### config.mk
export PLATFORM = sky130hd
export DESIGN_NAME = pll_reset_sequencer
export DESIGN_NICKNAME = d
export VERILOG_FILES = /design/src/rtl/pll_reset_sequencer.sv
export SDC_FILE = /design/constraint.sdc
export NUM_CORES = 1
export LEC_CHECK = 0
export ABC_AREA = 1
export CORE_MARGIN = 10
export CORE_UTILIZATION = 55
export DETAILED_ROUTE_END_ITERATION = 6
export PLACE_DENSITY = 0.8
export SLEW_MARGIN = 20
export SYNTH_ARGS = -nofsm -noshare
export SYNTH_HDL_FRONTEND = slang
export SYNTH_SLANG_ARGS = --single-unit
### constraint.sdc
create_clock -name clock -period 1.9 [get_ports clock]
set_clock_uncertainty 0.1 [all_clocks]
set_input_delay 0.19 -clock clock [delete_from_list [all_inputs] [get_ports clock]]
set_output_delay 0.19 -clock clock [all_outputs]
set_load 0.02 [all_outputs]
### src/rtl/pll_reset_sequencer.sv
// PLL lock supervisor: synchronizes locked_in, waits for a stable lock before
// releasing the system reset, and re-asserts it for a minimum hold after lock loss.
module pll_reset_sequencer #(
  parameter int unsigned SYNC_STAGES    = 2,
  parameter int unsigned STABLE_CYCLES  = 1024,
  parameter int unsigned HOLD_CYCLES    = 16,
  parameter int unsigned TIMEOUT_CYCLES = 65536
) (
  input  logic       clock,
  input  logic       reset,
  input  logic       locked_in,
  output logic       reset_out,
  output logic       ready,
  output logic [1:0] state,
  output logic [7:0] lost_count,
  output logic       lock_timeout
);

  typedef enum logic [1:0] {
    WAIT_LOCK = 2'd0,
    STABILIZE = 2'd1,
    RUN       = 2'd2,
    HOLD      = 2'd3
  } state_t;

  localparam int unsigned MAX_SH     = (STABLE_CYCLES > HOLD_CYCLES) ? STABLE_CYCLES : HOLD_CYCLES;
  localparam int unsigned MAX_CYCLES = (MAX_SH > TIMEOUT_CYCLES) ? MAX_SH : TIMEOUT_CYCLES;
  localparam int unsigned CNT_W      = $clog2(MAX_CYCLES);

  localparam logic [CNT_W-1:0] STABLE_LAST  = CNT_W'(STABLE_CYCLES - 1);
  localparam logic [CNT_W-1:0] HOLD_LAST    = CNT_W'(HOLD_CYCLES - 1);
  localparam logic [CNT_W-1:0] TIMEOUT_LAST = CNT_W'(TIMEOUT_CYCLES - 1);

  logic [SYNC_STAGES-1:0] sync_q;
  logic                   locked_sync;
  state_t                 state_q, state_d;
  logic [CNT_W-1:0]       cnt_q, cnt_d;
  logic                   timeout_d;

  assign locked_sync = sync_q[SYNC_STAGES-1];
  assign state       = state_q;
  assign ready       = ~reset_out;

  // Loss of lock is tested before any counter boundary so it always wins.
  always_comb begin
    state_d   = state_q;
    cnt_d     = cnt_q + CNT_W'(1);
    timeout_d = 1'b0;
    case (state_q)
      WAIT_LOCK: begin
        if (locked_sync) begin
          state_d = STABILIZE;
          cnt_d   = '0;
        end else if (cnt_q == TIMEOUT_LAST) begin
          timeout_d = 1'b1;
          cnt_d     = '0;
        end
      end
      STABILIZE: begin
        if (!locked_sync) begin
          state_d = WAIT_LOCK;
          cnt_d   = '0;
        end else if (cnt_q == STABLE_LAST) begin
          state_d = RUN;
          cnt_d   = '0;
        end
      end
      RUN: begin
        cnt_d = '0;
        if (!locked_sync) state_d = HOLD;
      end
      HOLD: begin
        if (cnt_q == HOLD_LAST) begin
          state_d = WAIT_LOCK;
          cnt_d   = '0;
        end
      end
      default: begin
        state_d = WAIT_LOCK;
        cnt_d   = '0;
      end
    endcase
  end

  always_ff @(posedge clock or posedge reset) begin
    if (reset) begin
      sync_q       <= '0;
      state_q      <= WAIT_LOCK;
      cnt_q        <= '0;
      reset_out    <= 1'b1;
      lost_count   <= '0;
      lock_timeout <= 1'b0;
    end else begin
      sync_q       <= {sync_q[SYNC_STAGES-2:0], locked_in};
      state_q      <= state_d;
      cnt_q        <= cnt_d;
      reset_out    <= (state_d != RUN);
      lock_timeout <= timeout_d;
      if (state_q == RUN && !locked_sync && lost_count != 8'hFF)
        lost_count <= lost_count + 8'd1;
    end
  end

endmodule

==> flow_summary_export.csv <==
group,metric,value,unit
run_status,run_status,"completed",
route,via_count,1305,
worst_setup_path,critPathMaxStageDelay,0.60,ns
global_routing,grt.total_usage,12.2,%
clock_tree,max-clock-path-buffers,2,
route,drt_wl_total,3.09,mm
timing,max_slew.worst_pin.slew,0.368,ns
route,drt_iter0_drc,125,
finish,layout_commonest_cell,"nand2_1",
logic_synthesis,synthesis.area_per_instance,7.94,um^2
finish,fillerInstances,228,
logic_synthesis,yosysTopAreaCellShare,45.9,%
placement,place_hpwl,2.30,mm
worst_setup_path,startpoint_type,"flop",
timing,finalMaxSlewViolations,0,
worst_setup_path,timing.setup.critical_path_class,"flop to output pin",
worst_setup_path,critical_path.top_delay_family,"buffers and inverters",
placement,place_worst_setup_slack,0.114,ns
route,post_drt_via_cell_ratio,5.12,
global_routing,grt_remaining_overflow,0,
global_routing,grt_pass1_vias,1248,
timing,finalCritPeriodShare,92.4,%
route,detail_route.first_pass.iterations,4,
logic_synthesis,postSynthNetCount,204,
logic_synthesis,yosysSeqAreaShare,47.6,%
placement,gp_congestion,0.897,
global_routing,grt_pass1_wl,5.29,mm
clock_tree,numCtsBuffers,5,
power_and_ir_drop,total_power,1.18,mW
floorplan,initial_core_util,57.3,%
finish,drive_gt1_share,10.7,%
power_and_ir_drop,cellPowerDensity,635,nW/um^2
clock_tree,tritoncts_num_sinks,30,
timing,setup-violations-final,0,
logic_synthesis,yosys.area.top_type,"dfrtp_1",
clock_tree,clock-root-buffer,"clkbuf_4",
timing,fin_setup_tns,0,ns
timing,final.setup.worst_slack,0.144,ns
clock_tree,cts.clk_slew.worst_paths,0.10,ns
floorplan,fp.dieW,73.6,um
floorplan,floorplan.die_area,5420,um^2
finish,commonest_non_fill_non_tap_cells_in_the_layout,"nand2_1, nor2_1, dfrtp_1, inv_1, clkdlybuf4s50_1",
clock_tree,tritoncts_clock_tree,"done",
power_and_ir_drop,vdd.ir_drop.worst,0.560,mV
floorplan,boundaryPins,16,
floorplan,die_h,73.6,um
timing,final.min_clock_period,1.76,ns
logic_synthesis,total_of_flip_flops_plus_latches_after_synthesis,30,
finish,antenna_cells,0,
logic_synthesis,synth_top_cells_by_area,"dfrtp_1, nand2_1, nor2_1",
logic_synthesis,synth_cell_types,23,
route,drcViolationCount,0,
job,cap_viol_max_count,0,
logic_synthesis,synthesis.instances,199,
route,detail-route-antenna-nets,0,
finish,final_core_util,67.3,%
power_and_ir_drop,power.static_leakage,0.884,nW
worst_setup_path,critPathMaxFanout,2,
finish,final_net_count,228,
floorplan,floorplan.rows,19,
logic_synthesis,synth.cell_area,1580,um^2
placement,port_buf_inserts,15,
worst_setup_path,critical_path.slowest_cell,"clkdlybuf4s50_1",
timing,rsz0062_at_grt,"no",
floorplan,core,2760,um^2
global_routing,grt_antenna_before_repair,0,
worst_setup_path,cp_data_arrival_time,1.47,ns
logic_synthesis,synth-warning-count,0,
clock_tree,cts_htree_levels,2,
worst_setup_path,timing.critical_path.required,1.61,ns
clock_tree,insertion_delay,0.33,ns
worst_setup_path,endpoint_kind,"output pin",
worst_setup_path,cp_cell_sequence,"clkdlybuf4s50_1",
timing,timing_hold_violations_final,0,
global_routing,grt_start_max_net_pins,31,
min_path,worst_hold_path_type,"input port to asynchronous set/reset pin",
route,detail_route.wl_per_cell,12.1,um
finish,area_growth,17.5,%
worst_setup_path,timing.critical_path.buf_inv,1,
timing,slew-limit-headroom,75.5,%
timing,fmax,569,MHz
## kinds of logic (layout without fill, tap and decap cells)
logic type,after synthesis,after routing,synth area share [%]
fa+ha+maj,2,2,1.58
xor+xnor,18,18,9.98
simple gates,119,119,32.8
compound gates,3,3,1.19
flops,30,30,47.6
buf+inv,27,52,6.89
## state kept, by name, indices dropped and copies added (netlist names)
name / count
sync_q: 2
reset_out: 1
lost_count: 8
cnt_q: 16
lock_timeout: 1
state: 2
## Yosys cell counts, drive strengths merged
cell,n
nand2,54
nor2,43
dfrtp,29
inv,26
nand3,12
xor2,11
xnor2,7
nand4,4
nor3,3
ha,2
o21ai,2
a21oi,1
and3,1
buf,1
dfstp,1
nand3b,1
nor3b,1
## metal layers
metal / share of wire (%) / wire length, um / global-route usage, % / vias to the layer above
li1: - / - / - / 652
met1: 45 / 1400 / 14.7 / 613
met2: 47 / 1440 / 18.4 / 30
met3: 5.5 / 171 / 4.04 / 10
met4: 2.5 / 76 / 7.04 / 0
met5: 0 / 0 / 0 / -
## metrics by stage
step           instances  hold WS, ns  cell area [um^2]
2_1_floorplan        199        0.121              1580
3_3_place_gp         246        0.232              1770
3_5_place_dp         246        0.242              1770
4_1_cts              254        0.143              1840
5_1_grt              255        0.159              1860
6_report             255        0.134              1860
## cell type report
cell class | count | area, um^2 | share of cell area (%)
flip-flops and latches | 30 | 752 | 40.5
multi-input cells | 142 | 719 | 38.7
repair buffers | 18 | 185 | 9.97
inverters | 26 | 97.6 | 5.26
clock buffers | 6 | 51.3 | 2.76
well taps | 31 | 38.8 | 2.09
clock inverters | 2 | 12.5 | 0.674
## tightest hold or removal path: stages
cell and delay (ns):
clkdlybuf4s50_1 0.40, inv_1 0.06, buf_4 0.34
## final timing paths
check,from,end,slack [ns],cells after the start
max in group asynchronous,reset,reset_out,1.25,3
setup reg to reg,cnt_q[0],cnt_q[0],0.19,9
hold reg to reg,sync_q[0],sync_q[1],0.27,0
hold / removal,reset,lost_count[2],0.13,3
min in group clock,locked_in,sync_q[0],0.18,1
setup / recovery,reset_out,reset_out,0.14,1
## repair_timing
action | 4_1_cts | 5_1_grt
setup buffers | 0 | 1
hold buffers | 0 | 0
endpoints found under the setup margin | 0 | 15
gates resized for setup | 0 | 0
## where the power goes
group          internal, mW  switching [mW]  leakage, nW
logic                0.0430          0.0637        0.442
clock network         0.178           0.226       0.0343
registers             0.654          0.0135        0.407
Power figures use the tool's default switching activity.
